`src/rtl/sram_port_arbiter_pkg.sv`:
```
// -----------------------------------------------------------------------------
// npu_sram_pkg
// Shared definitions for the two-requester SRAM port arbiter:
//   - default widths of the shared SRAM port (word address, data, byteenable)
//   - owner_t : which requester currently holds the port
// -----------------------------------------------------------------------------
package npu_sram_pkg;

    localparam int ADDR_W_DEF = 12;
    localparam int DATA_W_DEF = 16;
    localparam int BE_W_DEF   = DATA_W_DEF / 8;

    typedef enum logic {
        OWN0 = 1'b0,
        OWN1 = 1'b1
    } owner_t;

endpackage

```
`src/rtl/sram_port_arbiter_if.sv`:
```
// -----------------------------------------------------------------------------
// sram_port_arbiter_if
// One requester's command/response bundle toward the SRAM port arbiter.
//   valid         master -> slave  command present
//   ready         slave  -> master command accepted this cycle
//   address       master -> slave  word address
//   write         master -> slave  1 = write, 0 = read
//   byteenable    master -> slave  byte lanes for writes
//   writedata     master -> slave  write data
//   readdata      slave  -> master read data, qualified by readdatavalid
//   readdatavalid slave  -> master read data valid (one cycle, latency 1)
//
// Handshake: a command transfers on a rising clk edge where valid && ready.
// ready depends combinationally on valid of both requesters, so the master
// must not derive valid from ready. The master may withdraw or change a
// command that has not transferred; every accepted read returns exactly one
// readdatavalid pulse on the following cycle, writes return nothing.
// -----------------------------------------------------------------------------
interface sram_port_arbiter_if #(
    parameter int ADDR_W = npu_sram_pkg::ADDR_W_DEF,
    parameter int DATA_W = npu_sram_pkg::DATA_W_DEF,
    parameter int BE_W   = npu_sram_pkg::BE_W_DEF
);

    logic              valid;
    logic              ready;
    logic [ADDR_W-1:0] address;
    logic              write;
    logic [BE_W-1:0]   byteenable;
    logic [DATA_W-1:0] writedata;
    logic [DATA_W-1:0] readdata;
    logic              readdatavalid;

    modport master (
        output valid, address, write, byteenable, writedata,
        input  ready, readdata, readdatavalid
    );

    modport slave (
        input  valid, address, write, byteenable, writedata,
        output ready, readdata, readdatavalid
    );

endinterface

```
`src/rtl/sram_port_arbiter.sv`:
```
// -----------------------------------------------------------------------------
// sram_port_arbiter
// Shares one port of a dual-port SRAM between two requesters (m0, m1).
// The winner is chosen combinationally every cycle, so a command can be
// accepted every cycle with no bubble on an owner switch. Under contention
// the current owner keeps the port until it has taken MAX_HOLD consecutive
// grants, then the other requester wins. Reads return with a fixed latency
// of one cycle (the SRAM output is unregistered and valid the cycle after
// the address edge).
//
// Ports:
//   clk, reset           clock, asynchronous active-high reset
//   m0, m1               requester bundles (slave side)
//   sram_address/byteenable/write/writedata/chipselect/clken  SRAM command
//   sram_readdata        SRAM read data
//   dbg_owner_o          current owner register
//   dbg_hold_cnt_o       consecutive-grant counter of the owner
// -----------------------------------------------------------------------------
module sram_port_arbiter
    import npu_sram_pkg::*;
#(
    parameter int ADDR_W   = ADDR_W_DEF,
    parameter int DATA_W   = DATA_W_DEF,
    parameter int BE_W     = BE_W_DEF,
    parameter int MAX_HOLD = 8
) (
    input  logic                clk,
    input  logic                reset,

    sram_port_arbiter_if.slave  m0,
    sram_port_arbiter_if.slave  m1,

    output logic [ADDR_W-1:0]   sram_address,
    output logic [BE_W-1:0]     sram_byteenable,
    output logic                sram_write,
    output logic [DATA_W-1:0]   sram_writedata,
    output logic                sram_chipselect,
    output logic                sram_clken,
    input  logic [DATA_W-1:0]   sram_readdata,

    output owner_t              dbg_owner_o,
    output logic [7:0]          dbg_hold_cnt_o
);

    localparam logic [7:0] HOLD_MAX = 8'(MAX_HOLD);

    owner_t     owner_q, owner_d;
    logic [7:0] hold_cnt_q, hold_cnt_d;
    logic       rd_pend0_q, rd_pend0_d;
    logic       rd_pend1_q, rd_pend1_d;

    logic       grant0;
    logic       grant1;
    owner_t     winner;

    // State register. Reset also drops any read return that was in flight.
    always_ff @(posedge clk or posedge reset) begin
        if (reset) begin
            owner_q    <= OWN0;
            hold_cnt_q <= 8'd0;
            rd_pend0_q <= 1'b0;
            rd_pend1_q <= 1'b0;
        end else begin
            owner_q    <= owner_d;
            hold_cnt_q <= hold_cnt_d;
            rd_pend0_q <= rd_pend0_d;
            rd_pend1_q <= rd_pend1_d;
        end
    end

    // Arbitration and next state.
    always_comb begin
        grant0     = 1'b0;
        grant1     = 1'b0;
        winner     = owner_q;
        owner_d    = owner_q;
        hold_cnt_d = hold_cnt_q;

        // Nothing is granted while reset is held, even though the
        // registers are already at their reset values.
        if (!reset) begin
            if (m0.valid && m1.valid) begin
                if (hold_cnt_q == HOLD_MAX) begin
                    // Owner has used up its share; hand the port over.
                    grant0 = (owner_q == OWN1);
                    grant1 = (owner_q == OWN0);
                end else begin
                    grant0 = (owner_q == OWN0);
                    grant1 = (owner_q == OWN1);
                end
            end else begin
                grant0 = m0.valid;
                grant1 = m1.valid;
            end
        end

        if (grant0 || grant1) begin
            winner = grant1 ? OWN1 : OWN0;
            if (winner != owner_q) begin
                owner_d    = winner;
                hold_cnt_d = 8'd1;
            end else if (hold_cnt_q < HOLD_MAX) begin
                hold_cnt_d = hold_cnt_q + 8'd1;
            end
        end

        rd_pend0_d = grant0 && !m0.write;
        rd_pend1_d = grant1 && !m1.write;
    end

    // SRAM command mux; with no grant the m0 fields pass through but
    // chipselect and write stay low.
    assign sram_address    = grant1 ? m1.address    : m0.address;
    assign sram_byteenable = grant1 ? m1.byteenable : m0.byteenable;
    assign sram_writedata  = grant1 ? m1.writedata  : m0.writedata;
    assign sram_write      = (grant0 && m0.write) || (grant1 && m1.write);
    assign sram_chipselect = grant0 || grant1;
    assign sram_clken      = 1'b1;

    assign m0.ready         = grant0;
    assign m1.ready         = grant1;
    assign m0.readdata      = sram_readdata;
    assign m1.readdata      = sram_readdata;
    assign m0.readdatavalid = rd_pend0_q;
    assign m1.readdatavalid = rd_pend1_q;

    assign dbg_owner_o    = owner_q;
    assign dbg_hold_cnt_o = hold_cnt_q;

endmodule

```
`src/flat_wrapper.sv`:
```
// flat-port wrapper written by rule: the top's interface ports become plain ports
module sram_port_arbiter_flat import npu_sram_pkg::*;
#(
    parameter int ADDR_W   = ADDR_W_DEF,
    parameter int DATA_W   = DATA_W_DEF,
    parameter int BE_W     = BE_W_DEF,
    parameter int MAX_HOLD = 8
)
  (clk, reset, sram_address, sram_byteenable, sram_write, sram_writedata, sram_chipselect, sram_clken, sram_readdata, dbg_owner_o, dbg_hold_cnt_o, m0_valid, m0_address, m0_write, m0_byteenable, m0_writedata, m0_ready, m0_readdata, m0_readdatavalid, m1_valid, m1_address, m1_write, m1_byteenable, m1_writedata, m1_ready, m1_readdata, m1_readdatavalid);
  sram_port_arbiter_if #(.ADDR_W(ADDR_W), .DATA_W(DATA_W), .BE_W(BE_W)) m0_i ();
  sram_port_arbiter_if #(.ADDR_W(ADDR_W), .DATA_W(DATA_W), .BE_W(BE_W)) m1_i ();
  input  logic clk;
  input  logic reset;
  output logic [ADDR_W-1:0] sram_address;
  output logic [BE_W-1:0] sram_byteenable;
  output logic sram_write;
  output logic [DATA_W-1:0] sram_writedata;
  output logic sram_chipselect;
  output logic sram_clken;
  input  logic [DATA_W-1:0] sram_readdata;
  output owner_t dbg_owner_o;
  output logic [7:0] dbg_hold_cnt_o;
  input wire logic [$bits(m0_i.valid)-1:0] m0_valid;
  input wire logic [$bits(m0_i.address)-1:0] m0_address;
  input wire logic [$bits(m0_i.write)-1:0] m0_write;
  input wire logic [$bits(m0_i.byteenable)-1:0] m0_byteenable;
  input wire logic [$bits(m0_i.writedata)-1:0] m0_writedata;
  output wire logic [$bits(m0_i.ready)-1:0] m0_ready;
  output wire logic [$bits(m0_i.readdata)-1:0] m0_readdata;
  output wire logic [$bits(m0_i.readdatavalid)-1:0] m0_readdatavalid;
  input wire logic [$bits(m1_i.valid)-1:0] m1_valid;
  input wire logic [$bits(m1_i.address)-1:0] m1_address;
  input wire logic [$bits(m1_i.write)-1:0] m1_write;
  input wire logic [$bits(m1_i.byteenable)-1:0] m1_byteenable;
  input wire logic [$bits(m1_i.writedata)-1:0] m1_writedata;
  output wire logic [$bits(m1_i.ready)-1:0] m1_ready;
  output wire logic [$bits(m1_i.readdata)-1:0] m1_readdata;
  output wire logic [$bits(m1_i.readdatavalid)-1:0] m1_readdatavalid;
  assign m0_i.valid = m0_valid;
  assign m0_i.address = m0_address;
  assign m0_i.write = m0_write;
  assign m0_i.byteenable = m0_byteenable;
  assign m0_i.writedata = m0_writedata;
  assign m0_ready = m0_i.ready;
  assign m0_readdata = m0_i.readdata;
  assign m0_readdatavalid = m0_i.readdatavalid;
  assign m1_i.valid = m1_valid;
  assign m1_i.address = m1_address;
  assign m1_i.write = m1_write;
  assign m1_i.byteenable = m1_byteenable;
  assign m1_i.writedata = m1_writedata;
  assign m1_ready = m1_i.ready;
  assign m1_readdata = m1_i.readdata;
  assign m1_readdatavalid = m1_i.readdatavalid;
  sram_port_arbiter #(.ADDR_W(ADDR_W), .DATA_W(DATA_W), .BE_W(BE_W), .MAX_HOLD(MAX_HOLD)) u_core (.clk(clk), .reset(reset), .m0(m0_i), .m1(m1_i), .sram_address(sram_address), .sram_byteenable(sram_byteenable), .sram_write(sram_write), .sram_writedata(sram_writedata), .sram_chipselect(sram_chipselect), .sram_clken(sram_clken), .sram_readdata(sram_readdata), .dbg_owner_o(dbg_owner_o), .dbg_hold_cnt_o(dbg_hold_cnt_o));
endmodule
```
`config.mk`:
```
export PLATFORM = sky130hd
export DESIGN_NAME = sram_port_arbiter_flat
export DESIGN_NICKNAME = d
export VERILOG_FILES = /design/src/rtl/sram_port_arbiter_pkg.sv /design/src/rtl/sram_port_arbiter_if.sv /design/src/rtl/sram_port_arbiter.sv /design/src/flat_wrapper.sv
export SDC_FILE = /design/constraint.sdc
export NUM_CORES = 1
export LEC_CHECK = 0
export ABC_AREA = 0
export BUFFER_PORTS_ARGS = -buffer_cell sky130_fd_sc_hd__buf_2
export CORE_MARGIN = 2
export CORE_UTILIZATION = 28
export CTS_BUF_LIST = sky130_fd_sc_hd__clkbuf_4 sky130_fd_sc_hd__clkbuf_8
export DETAILED_ROUTE_END_ITERATION = 10
export HOLD_SLACK_MARGIN = 0.06
export PLACE_DENSITY = 0.72
export SETUP_SLACK_MARGIN = 0.2
export SYNTH_ARGS = -nofsm -noshare
export SYNTH_HDL_FRONTEND = slang
export SYNTH_SLANG_ARGS = --single-unit
```
`constraint.sdc`:
```
create_clock -name clk -period 2.7 [get_ports clk]
set_input_delay 0.54 -clock clk [delete_from_list [all_inputs] [get_ports clk]]
set_output_delay 0.54 -clock clk [all_outputs]
set_load 0.005 [all_outputs]
```
# [After elaboration in Yosys (flattened, before gate mapping)]
# Index checks and enable logic that the tools add are counted.
[word_totals] register_bits=11 inputBits=82 out_inout_bits=78 word_cells=33
[classes] n_addsub=1 order_cmp=1 eq_ne=2 muxes=12 n_bitwise=1 n_reduce_logical=12
[op_table] cell="2-to-1 mux 16 bit" count=1
[op_table] cell="2-to-1 mux 8 bit" count=2
[op_table] cell="2-to-1 mux 12 bit" count=1
[op_table] cell="adder 8 x 1 -> 8 bit (second input constant)" count=1
[op_table] cell="equality test 8 x 4 -> 1 bit (second input constant)" count=1
[op_table] cell="less-than comparator 8 x 4 -> 1 bit (second input constant)" count=1
[op_table] cell="2-to-1 mux 1 bit" count=7
[op_table] cell="logical AND 1 bit" count=5
[op_table] cell="AND reduction 2 bit" count=2
[op_table] cell="zero test 1 bit" count=2
[op_table] cell="logical OR 1 bit" count=2
[op_table] cell="2-to-1 mux 2 bit" count=1
[op_table] cell="nonzero test 2 bit" count=1
[op_table] cell="inequality test 1 bit" count=1
[op_table] cell="inverter 1 bit" count=1

# [Longest topological paths before layout]
# Gate-level depths: netlist of run 1.
[logic_depth] ltp_word=8 depth_mapped=9 ltp_nobuf=8

# [Worst setup path after synthesis of run 1]
# OpenSTA, ideal clock, no wires.
[synth_timing] path_kind="reg2out" startpoint="register u_core.hold_cnt_q[4] (netlist: u_core.dbg_hold_cnt_o[4])" endpoint="output port sram_address[0]" arrival_ns=2.020 path_slack_ns=0.140 path_stages_with_launch=8 path_buffers=2 path_cell_list="dfrtp_1 > or4_4 > nor4_4 > xor2_1 > o21a_1 > buf_6 > buf_12 > mux2_4"
[synth_between] elab_chain_len=5
[synth_lines] element="from (decl)" line_no="sram_port_arbiter.sv:48" source="logic [7:0] hold_cnt_q, hold_cnt_d;"
[synth_lines] element="from (signal assigned)" line_no="sram_port_arbiter.sv:65" source="hold_cnt_q <= hold_cnt_d;"
[synth_lines] element="equality test 8 x 4 -> 1 bit" line_no="sram_port_arbiter.sv:83" source="if (hold_cnt_q == HOLD_MAX) begin"
[synth_lines] element="2-to-1 mux 1 bit" line_no="sram_port_arbiter.sv:83"
[synth_lines] element="2-to-1 mux 1 bit" line_no="sram_port_arbiter.sv:82" source="if (m0.valid && m1.valid) begin"
[synth_lines] element="2-to-1 mux 1 bit" line_no="sram_port_arbiter.sv:81" source="if (!reset) begin"
[synth_lines] element="2-to-1 mux 12 bit" line_no="sram_port_arbiter.sv:113" source="assign sram_address = grant1 ? m1.address : m0.address;"
[synth_lines] element="to (decl)" line_no="flat_wrapper.sv:14" source="output logic [ADDR_W-1:0] sram_address;"
# Every way passes these cells.

# [Worst setup path in the final report of run 1]
[layout_timing] startpoint="register u_core.hold_cnt_q[4] (netlist: u_core.dbg_hold_cnt_o[4])" endpoint="output port sram_address[11]"
# Same word-level chain as after synthesis.

==> results.json, run 1 <==
{
  "final_cell_mix": "buf_2, buf_6, mux2_4, dfrtp_1",
  "fin_skew_ps": 1.990,
  "p_comb_frac": 0.505,
  "p_sw_frac": 0.3223,
  "critPathSlowestCell": "or4_4",
  "critPathMaxFanout": 17,
  "rsz0062_at_grt": "yes",
  "cts_buffers": 3,
  "status": "finished with violations",
  "setup_viol": 32,
  "vias_per_cell": 4.534,
  "antenna_found_initial": 0,
  "gp_congestion": 0.7125,
  "post-place-ws_ps": -58.66,
  "fin_tns_setup_ps": -7414,
  "cts_root_buffer": "clkbuf_8",
  "hp-class": "input port to async pin",
  "leakage_nw": 1.101,
  "cts_buffer_depth": 2,
  "grt_pass1_wl_um": 5568,
  "required_ps": 2160,
  "num_antenna_cells": 0,
  "start_util": 0.2893,
  "drive_gt1_frac": 0.7736,
  "startpoint_type": "flip-flop",
  "final.setup.worst_slack_ps": -270.9,
  "finalWirelength_um": 4233,
  "synth_top_area_frac": 0.2876,
  "crit_path_max_incr_delay_ps": 550,
  "nNetsFinal": 297,
  "mostFrequentLayoutCell": "buf_2",
  "r2r-end": "u_core.dbg_owner_o",
  "p_int_uw": 557.6,
  "pwr-share-clk": 0.211,
  "nFillCells": 462,
  "max_cap_violations": 0,
  "crit_path_end_kind": "primary output",
  "crit_buf_inv": 2,
  "synth_top_area_cell": "mux2_4",
  "cts_hold_buf": 0,
  "htreeDepth": 1,
  "final_core_util": 0.4256,
  "portBuffers": 110,
  "grt_util_all_layers": 0.1352,
  "drtIter0Drc": 18,
  "grt_max_degree": 18,
  "yosysSeqAreaShare": 0.2028,
  "fp.coreArea_mm2": 0.004692,
  "synth.area.top_cells": "mux2_4, dfrtp_1, buf_4",
  "irDropWorstVdd_v": 0.0003594,
  "power_per_cell_area_mw_per_mm2": 412.0,
  "period_share": 1.100,
  "wl_per_cell_um": 15.91,
  "dp_hpwl_um": 3277,
  "crit_type": "flip-flop to primary output",
  "die_area_mm2": 0.005421,
  "ys_warn_count": 0,
  "grt_overflow_total": 0,
  "r2r_cells": 8,
  "dr.pass1.iters": 4,
  "drc": 0,
  "pin_count": 160,
  "period_minus_slack_ps": 2971,
  "cts_tree": "yes",
  "clk_pin_slew_worst_paths_ps": 50,
  "p_sw_uw": 265.2,
  "path_cells": "or4_4, nor4_4, xor2_1, o21a_2, buf_12, mux2_2, buf_2",
  "hold_viol": 0,
  "fmax_mhz": 336.6,
  "syn_to_final_growth_pct": 47.10,
  "critPathArrivalTime_ps": 2430,
  "seq_power_share": 0.284,
  "stdcell_area_mm2": 0.001997,
  "synth_fp_nets": 210,
  "crit_family": "simple AND/OR/NAND/NOR gates",
  "synth_cell_types": 34,
  "ant_nets": 0,
  "synthCells": 126,
  "holdWs_ps": 334.7,
  "reg2reg_from": "u_core.dbg_hold_cnt_o[4]",
  "maxSlewViolCount": 0,
  "violations": "setup timing",
  "cts_sinks": 11,
  "clk_latency_ps": 230,
  "dieHeight_um": 73.63,
  "grt_pass1_vias": 1138,
  "vias": 1206,
  "synthesis.area_mm2": 0.001358,
  "synth-seq-cells": 11,
  "die_w_um": 73.63,
  "r2r_setup_slack_ps": 480,
  "rows": 25,
  "avgSynthCellArea_um2": 10.77,
  "placed_area_mm2": 0.001724
}
-- final cells by class --
class / count / area [um^2] / share of cell area
Timing Repair Buffer: 120 / 829.5 / 0.4154
Sequential cell: 11 / 275.3 / 0.1378
Inverter: 8 / 30.03 / 0.01504
Multi-Input combinational cell: 69 / 745.7 / 0.3734
Clock buffer: 4 / 48.80 / 0.02444
Tap cell: 54 / 67.56 / 0.03383
-- repair_timing --
item / CTS / global route
setup endpoints to repair: 33 / 33
pin swaps: 2 / 0
setup buffers: 3 / 1
resized for setup: 25 / 8
-- stage by stage --
| step | total power [mW] | std cells |
|---|---|---|
| after global routing | 0.8825 | 266 |
| final | 0.8228 | 266 |
| after global placement | 0.5725 | 258 |
| after floorplan | 0.4732 | 126 |
| after CTS | 0.8116 | 265 |
| after detailed placement | 0.5820 | 258 |
-- routing by layer --
| layer | part of all wire | wire length [um] | GRT usage |
|---|---|---|---|
| met1 | 0.32 | 1373 | 0.1313 |
| met2 | 0.56 | 2358 | 0.2708 |
| met4 | 0 | 0 | 0.01818 |
| met3 | 0.12 | 502 | 0.05213 |
| met5 | 0 | 0 | 0 |
-- synth_stat cells --
library cell	count
a2111oi_0	1
and2_2	1
mux2_4	26
nand2b_1	2
clkbuf_1	1
nor2_1	4
xor2_1	1
nand2_1	4
ha_1	2
mux2_2	5
and2_1	3
a22o_1	1
o2bb2ai_1	1
o21a_1	1
nor2b_1	1
conb_1	1
buf_6	1
or2_1	1
buf_12	3
and2b_2	1
o21bai_1	1
a21o_1	1
o21ai_0	3
a31o_2	1
o41ai_2	1
nand3b_1	1
or4_4	1
a211o_2	1
buf_4	33
o31ai_1	1
dfrtp_1	11
inv_1	8
nor4_4	1
o221ai_1	1
-- kinds of logic (layout without fill, tap and decap cells) --
kind of cell / Yosys count / in the layout / synth area share
compound gates: 14 / 14 / 0.08481
buf+inv: 46 / 132 / 0.2599
flops: 11 / 11 / 0.2028
fa+ha+maj: 2 / 2 / 0.01843
simple gates: 20 / 20 / 0.09586
other cells: 1 / 1 / 0.002762
mux: 31 / 31 / 0.3290
xor+xnor: 1 / 1 / 0.006453
-- registers in the layout, indices dropped and copies added (netlist names) --
signal                   flops
u_core.m1.readdatavalid      1
u_core.m0.readdatavalid      1
u_core.dbg_owner_o           1
u_core.dbg_hold_cnt_o        8
-- worst max path at each step --
stage / start / endpoint / slack (ps) / depth (start not counted)
5_1_grt: u_core.dbg_hold_cnt_o[4] / sram_writedata[0] / -370 / 7
3_3_place_gp: u_core.dbg_hold_cnt_o[4] / sram_writedata[15] / -20 / 7
6_report: u_core.dbg_hold_cnt_o[4] / sram_address[11] / -270 / 7
3_5_place_dp: u_core.dbg_hold_cnt_o[4] / sram_writedata[15] / -60 / 7
2_1_floorplan: u_core.dbg_hold_cnt_o[4] / sram_address[0] / 140 / 7
4_1_cts: u_core.dbg_hold_cnt_o[4] / sram_address[11] / -280 / 7
-- power groups by stage --
stage	combinational, mW	sequential, mW	clock (mW)
after global routing	0.454	0.240	0.188
after global placement	0.340	0.232	0
after detailed placement	0.347	0.235	0
after floorplan	0.243	0.230	0
after CTS	0.399	0.233	0.180
final	0.416	0.234	0.174
-- worst register-to-register path, cell delays in order, from the launching register on --
cell and delay [ps]:
dfrtp_1 370, or4_4 550, nor4_4 180, xor2_1 130, buf_4 160, buf_6 100, a211o_4 320, buf_4 140
a21o_1 160
(Power assumes the default switching activity.)
==> inputs of run 2 (changes only) <==
--- a/config.mk
+++ b/config.mk
@@ -7,12 +7,14 @@
 export LEC_CHECK = 0
 export ABC_AREA = 0
 export BUFFER_PORTS_ARGS = -buffer_cell sky130_fd_sc_hd__buf_2
+export CELL_PAD_IN_SITES_DETAIL_PLACEMENT = 1
+export CELL_PAD_IN_SITES_GLOBAL_PLACEMENT = 1
 export CORE_MARGIN = 2
-export CORE_UTILIZATION = 28
+export CORE_UTILIZATION = 22
 export CTS_BUF_LIST = sky130_fd_sc_hd__clkbuf_4 sky130_fd_sc_hd__clkbuf_8
 export DETAILED_ROUTE_END_ITERATION = 10
 export HOLD_SLACK_MARGIN = 0.06
-export PLACE_DENSITY = 0.72
+export PLACE_DENSITY = 0.83
 export SETUP_SLACK_MARGIN = 0.2
 export SYNTH_ARGS = -nofsm -noshare
 export SYNTH_HDL_FRONTEND = slang
==> run 2 against run 1 <==
Compared with the run above:
- the run still ends with setup timing left
- global-route usage fell by 1.5 points
- flip-flop and latch count did not move
- combinational power rose by 6.0%
- largest power group unchanged
- highest routed layer is now met4
==> results.json, run 2 (synthesis gave the netlist of run 1 again) <==
{
  "grt_pass1_vias": 1238,
  "period_share": 1.115,
  "power_per_cell_area_mw_per_mm2": 401.2,
  "drive_gt1_frac": 0.7767,
  "hold_viol": 0,
  "max_cap_violations": 0,
  "crit_path_max_incr_delay_ps": 540,
  "clk_pin_slew_worst_paths_ps": 50,
  "pwr-share-clk": 0.197,
  "dr.pass1.iters": 4,
  "cts_root_buffer": "clkbuf_8",
  "pin_count": 160,
  "drc": 0,
  "die_area_mm2": 0.006815,
  "holdWs_ps": 329.2,
  "grt_overflow_total": 0,
  "wl_met2_um": 2533,
  "die_w_um": 82.56,
  "crit_path_end_kind": "primary output",
  "highest_layer": "met4",
  "finalWirelength_um": 4718,
  "drtIter0Drc": 20,
  "grt_max_degree": 20,
  "critPathArrivalTime_ps": 2470,
  "leakage_nw": 1.135,
  "required_ps": 2160,
  "startpoint_type": "flip-flop",
  "rsz0062_at_grt": "yes",
  "cts_buffers": 3,
  "dp_hpwl_um": 3692,
  "wl_met3_um": 542,
  "crit_type": "flip-flop to primary output",
  "p_sw_frac": 0.3339,
  "portBuffers": 110,
  "fin_skew_ps": 6.131,
  "cts_buffer_depth": 2,
  "cts_sinks": 11,
  "p_int_uw": 557.8,
  "period_minus_slack_ps": 3009,
  "clk_latency_ps": 240,
  "fmax_mhz": 332.3,
  "mostFrequentLayoutCell": "buf_2",
  "final_cell_mix": "buf_2, buf_6, mux2_4, dfrtp_1, buf_4",
  "post-place-ws_ps": -43.20,
  "dieHeight_um": 82.56,
  "cts_tree": "yes",
  "p_comb_frac": 0.526,
  "irDropWorstVdd_v": 0.0003698,
  "vias_per_cell": 4.241,
  "critPathMaxFanout": 13,
  "grt_pass1_wl_um": 6244,
  "seq_power_share": 0.277,
  "final.setup.worst_slack_ps": -309.2,
  "nNetsFinal": 300,
  "status": "finished with violations",
  "path_cells": "or4_4, nor4_4, xor2_1, o21a_2, buf_12, mux2_4, buf_6",
  "ant_nets": 0,
  "violations": "setup timing",
  "grt_util_all_layers": 0.1204,
  "largest_reg_flops": 8,
  "wl_per_cell_um": 16.27,
  "rows": 28,
  "vias": 1230,
  "fp.coreArea_mm2": 0.005956,
  "maxSlewViolCount": 0,
  "p_sw_uw": 279.6,
  "start_util": 0.2279,
  "num_antenna_cells": 0,
  "met1_length_um": 1574,
  "gp_congestion": 0.7387,
  "hp-class": "input port to async pin",
  "htreeDepth": 1,
  "syn_to_final_growth_pct": 53.73,
  "critPathSlowestCell": "or4_4",
  "setup_viol": 32,
  "antenna_found_initial": 0
}
run 2: routing by layer:
metal,GRT usage,vias to the layer above
li1,-,571
met3,0.03696,6
met4,0.02295,0
met5,0,-
met2,0.2460,84
met1,0.1170,569
run 2: layout make-up:
class                   instances  area [um^2]
multi-input cells              69        753.2
clock buffers                   3        41.29
clock inverters                 1        5.005
flip-flops and latches         11        275.3
fillers                       717         3869
well taps                      75        93.84
repair buffers                123        885.9
inverters                       8        32.53
run 2: power by group through the flow:
stage / Clock [mW] / Combinational [mW] / Sequential [mW]
after floorplan: 0 / 0.243 / 0.230
after global placement: 0 / 0.348 / 0.233
after detailed placement: 0 / 0.360 / 0.235
after CTS: 0.172 / 0.426 / 0.233
after global routing: 0.177 / 0.483 / 0.240
final: 0.165 / 0.441 / 0.232
run 2: final timing paths:
kind,start,endpoint,slack (ps),cells after the start
worst max-delay path,u_core.dbg_hold_cnt_o[6],sram_address[2],-310,7
worst min-delay path,reset,u_core.dbg_hold_cnt_o[2],330,2
worst max register to register,u_core.dbg_hold_cnt_o[6],u_core.dbg_owner_o,440,8
worst min register to register,u_core.dbg_hold_cnt_o[7],u_core.dbg_hold_cnt_o[7],520,1
max in group asynchronous,reset,u_core.m1.readdatavalid,2060,2
min in group clk,m0_write,u_core.m0.readdatavalid,480,2
run 2: metrics by stage:
stage / instance area, um^2 / setup TNS (ps) / total power [mW] / cells / util
CTS: 2034 / -7330 / 0.8306 / 288 / 0.3416
floorplan: 1358 / 0 / 0.4732 / 126 / -
finish: 2087 / -9080 / 0.8374 / 290 / 0.3504
global route: 2087 / -12990 / 0.9006 / 290 / 0.3504
detailed placement: 1750 / -370.1 / 0.5949 / 279 / 0.2939
global placement: 1750 / 0 / 0.5807 / 279 / 0.2939
run 2: worst max-delay path: cells and delay by family, from the launching register on:
family                 cells  cell delay [ps]
flip-flops                 1              380
multiplexers               1              320
buffers and inverters      2              300
XOR/XNOR                   1              240
AO/OA/AOI/OAI              1              250
AND/OR/NAND/NOR            2              720
run 2: what timing repair did:
item / CTS / global route
gates cloned: 0 / 1
buffers inserted: 5 / 1
resized for setup: 34 / 5
pin swaps: 1 / 2
setup endpoints to repair: 33 / 33
hold buffers: 0 / 0
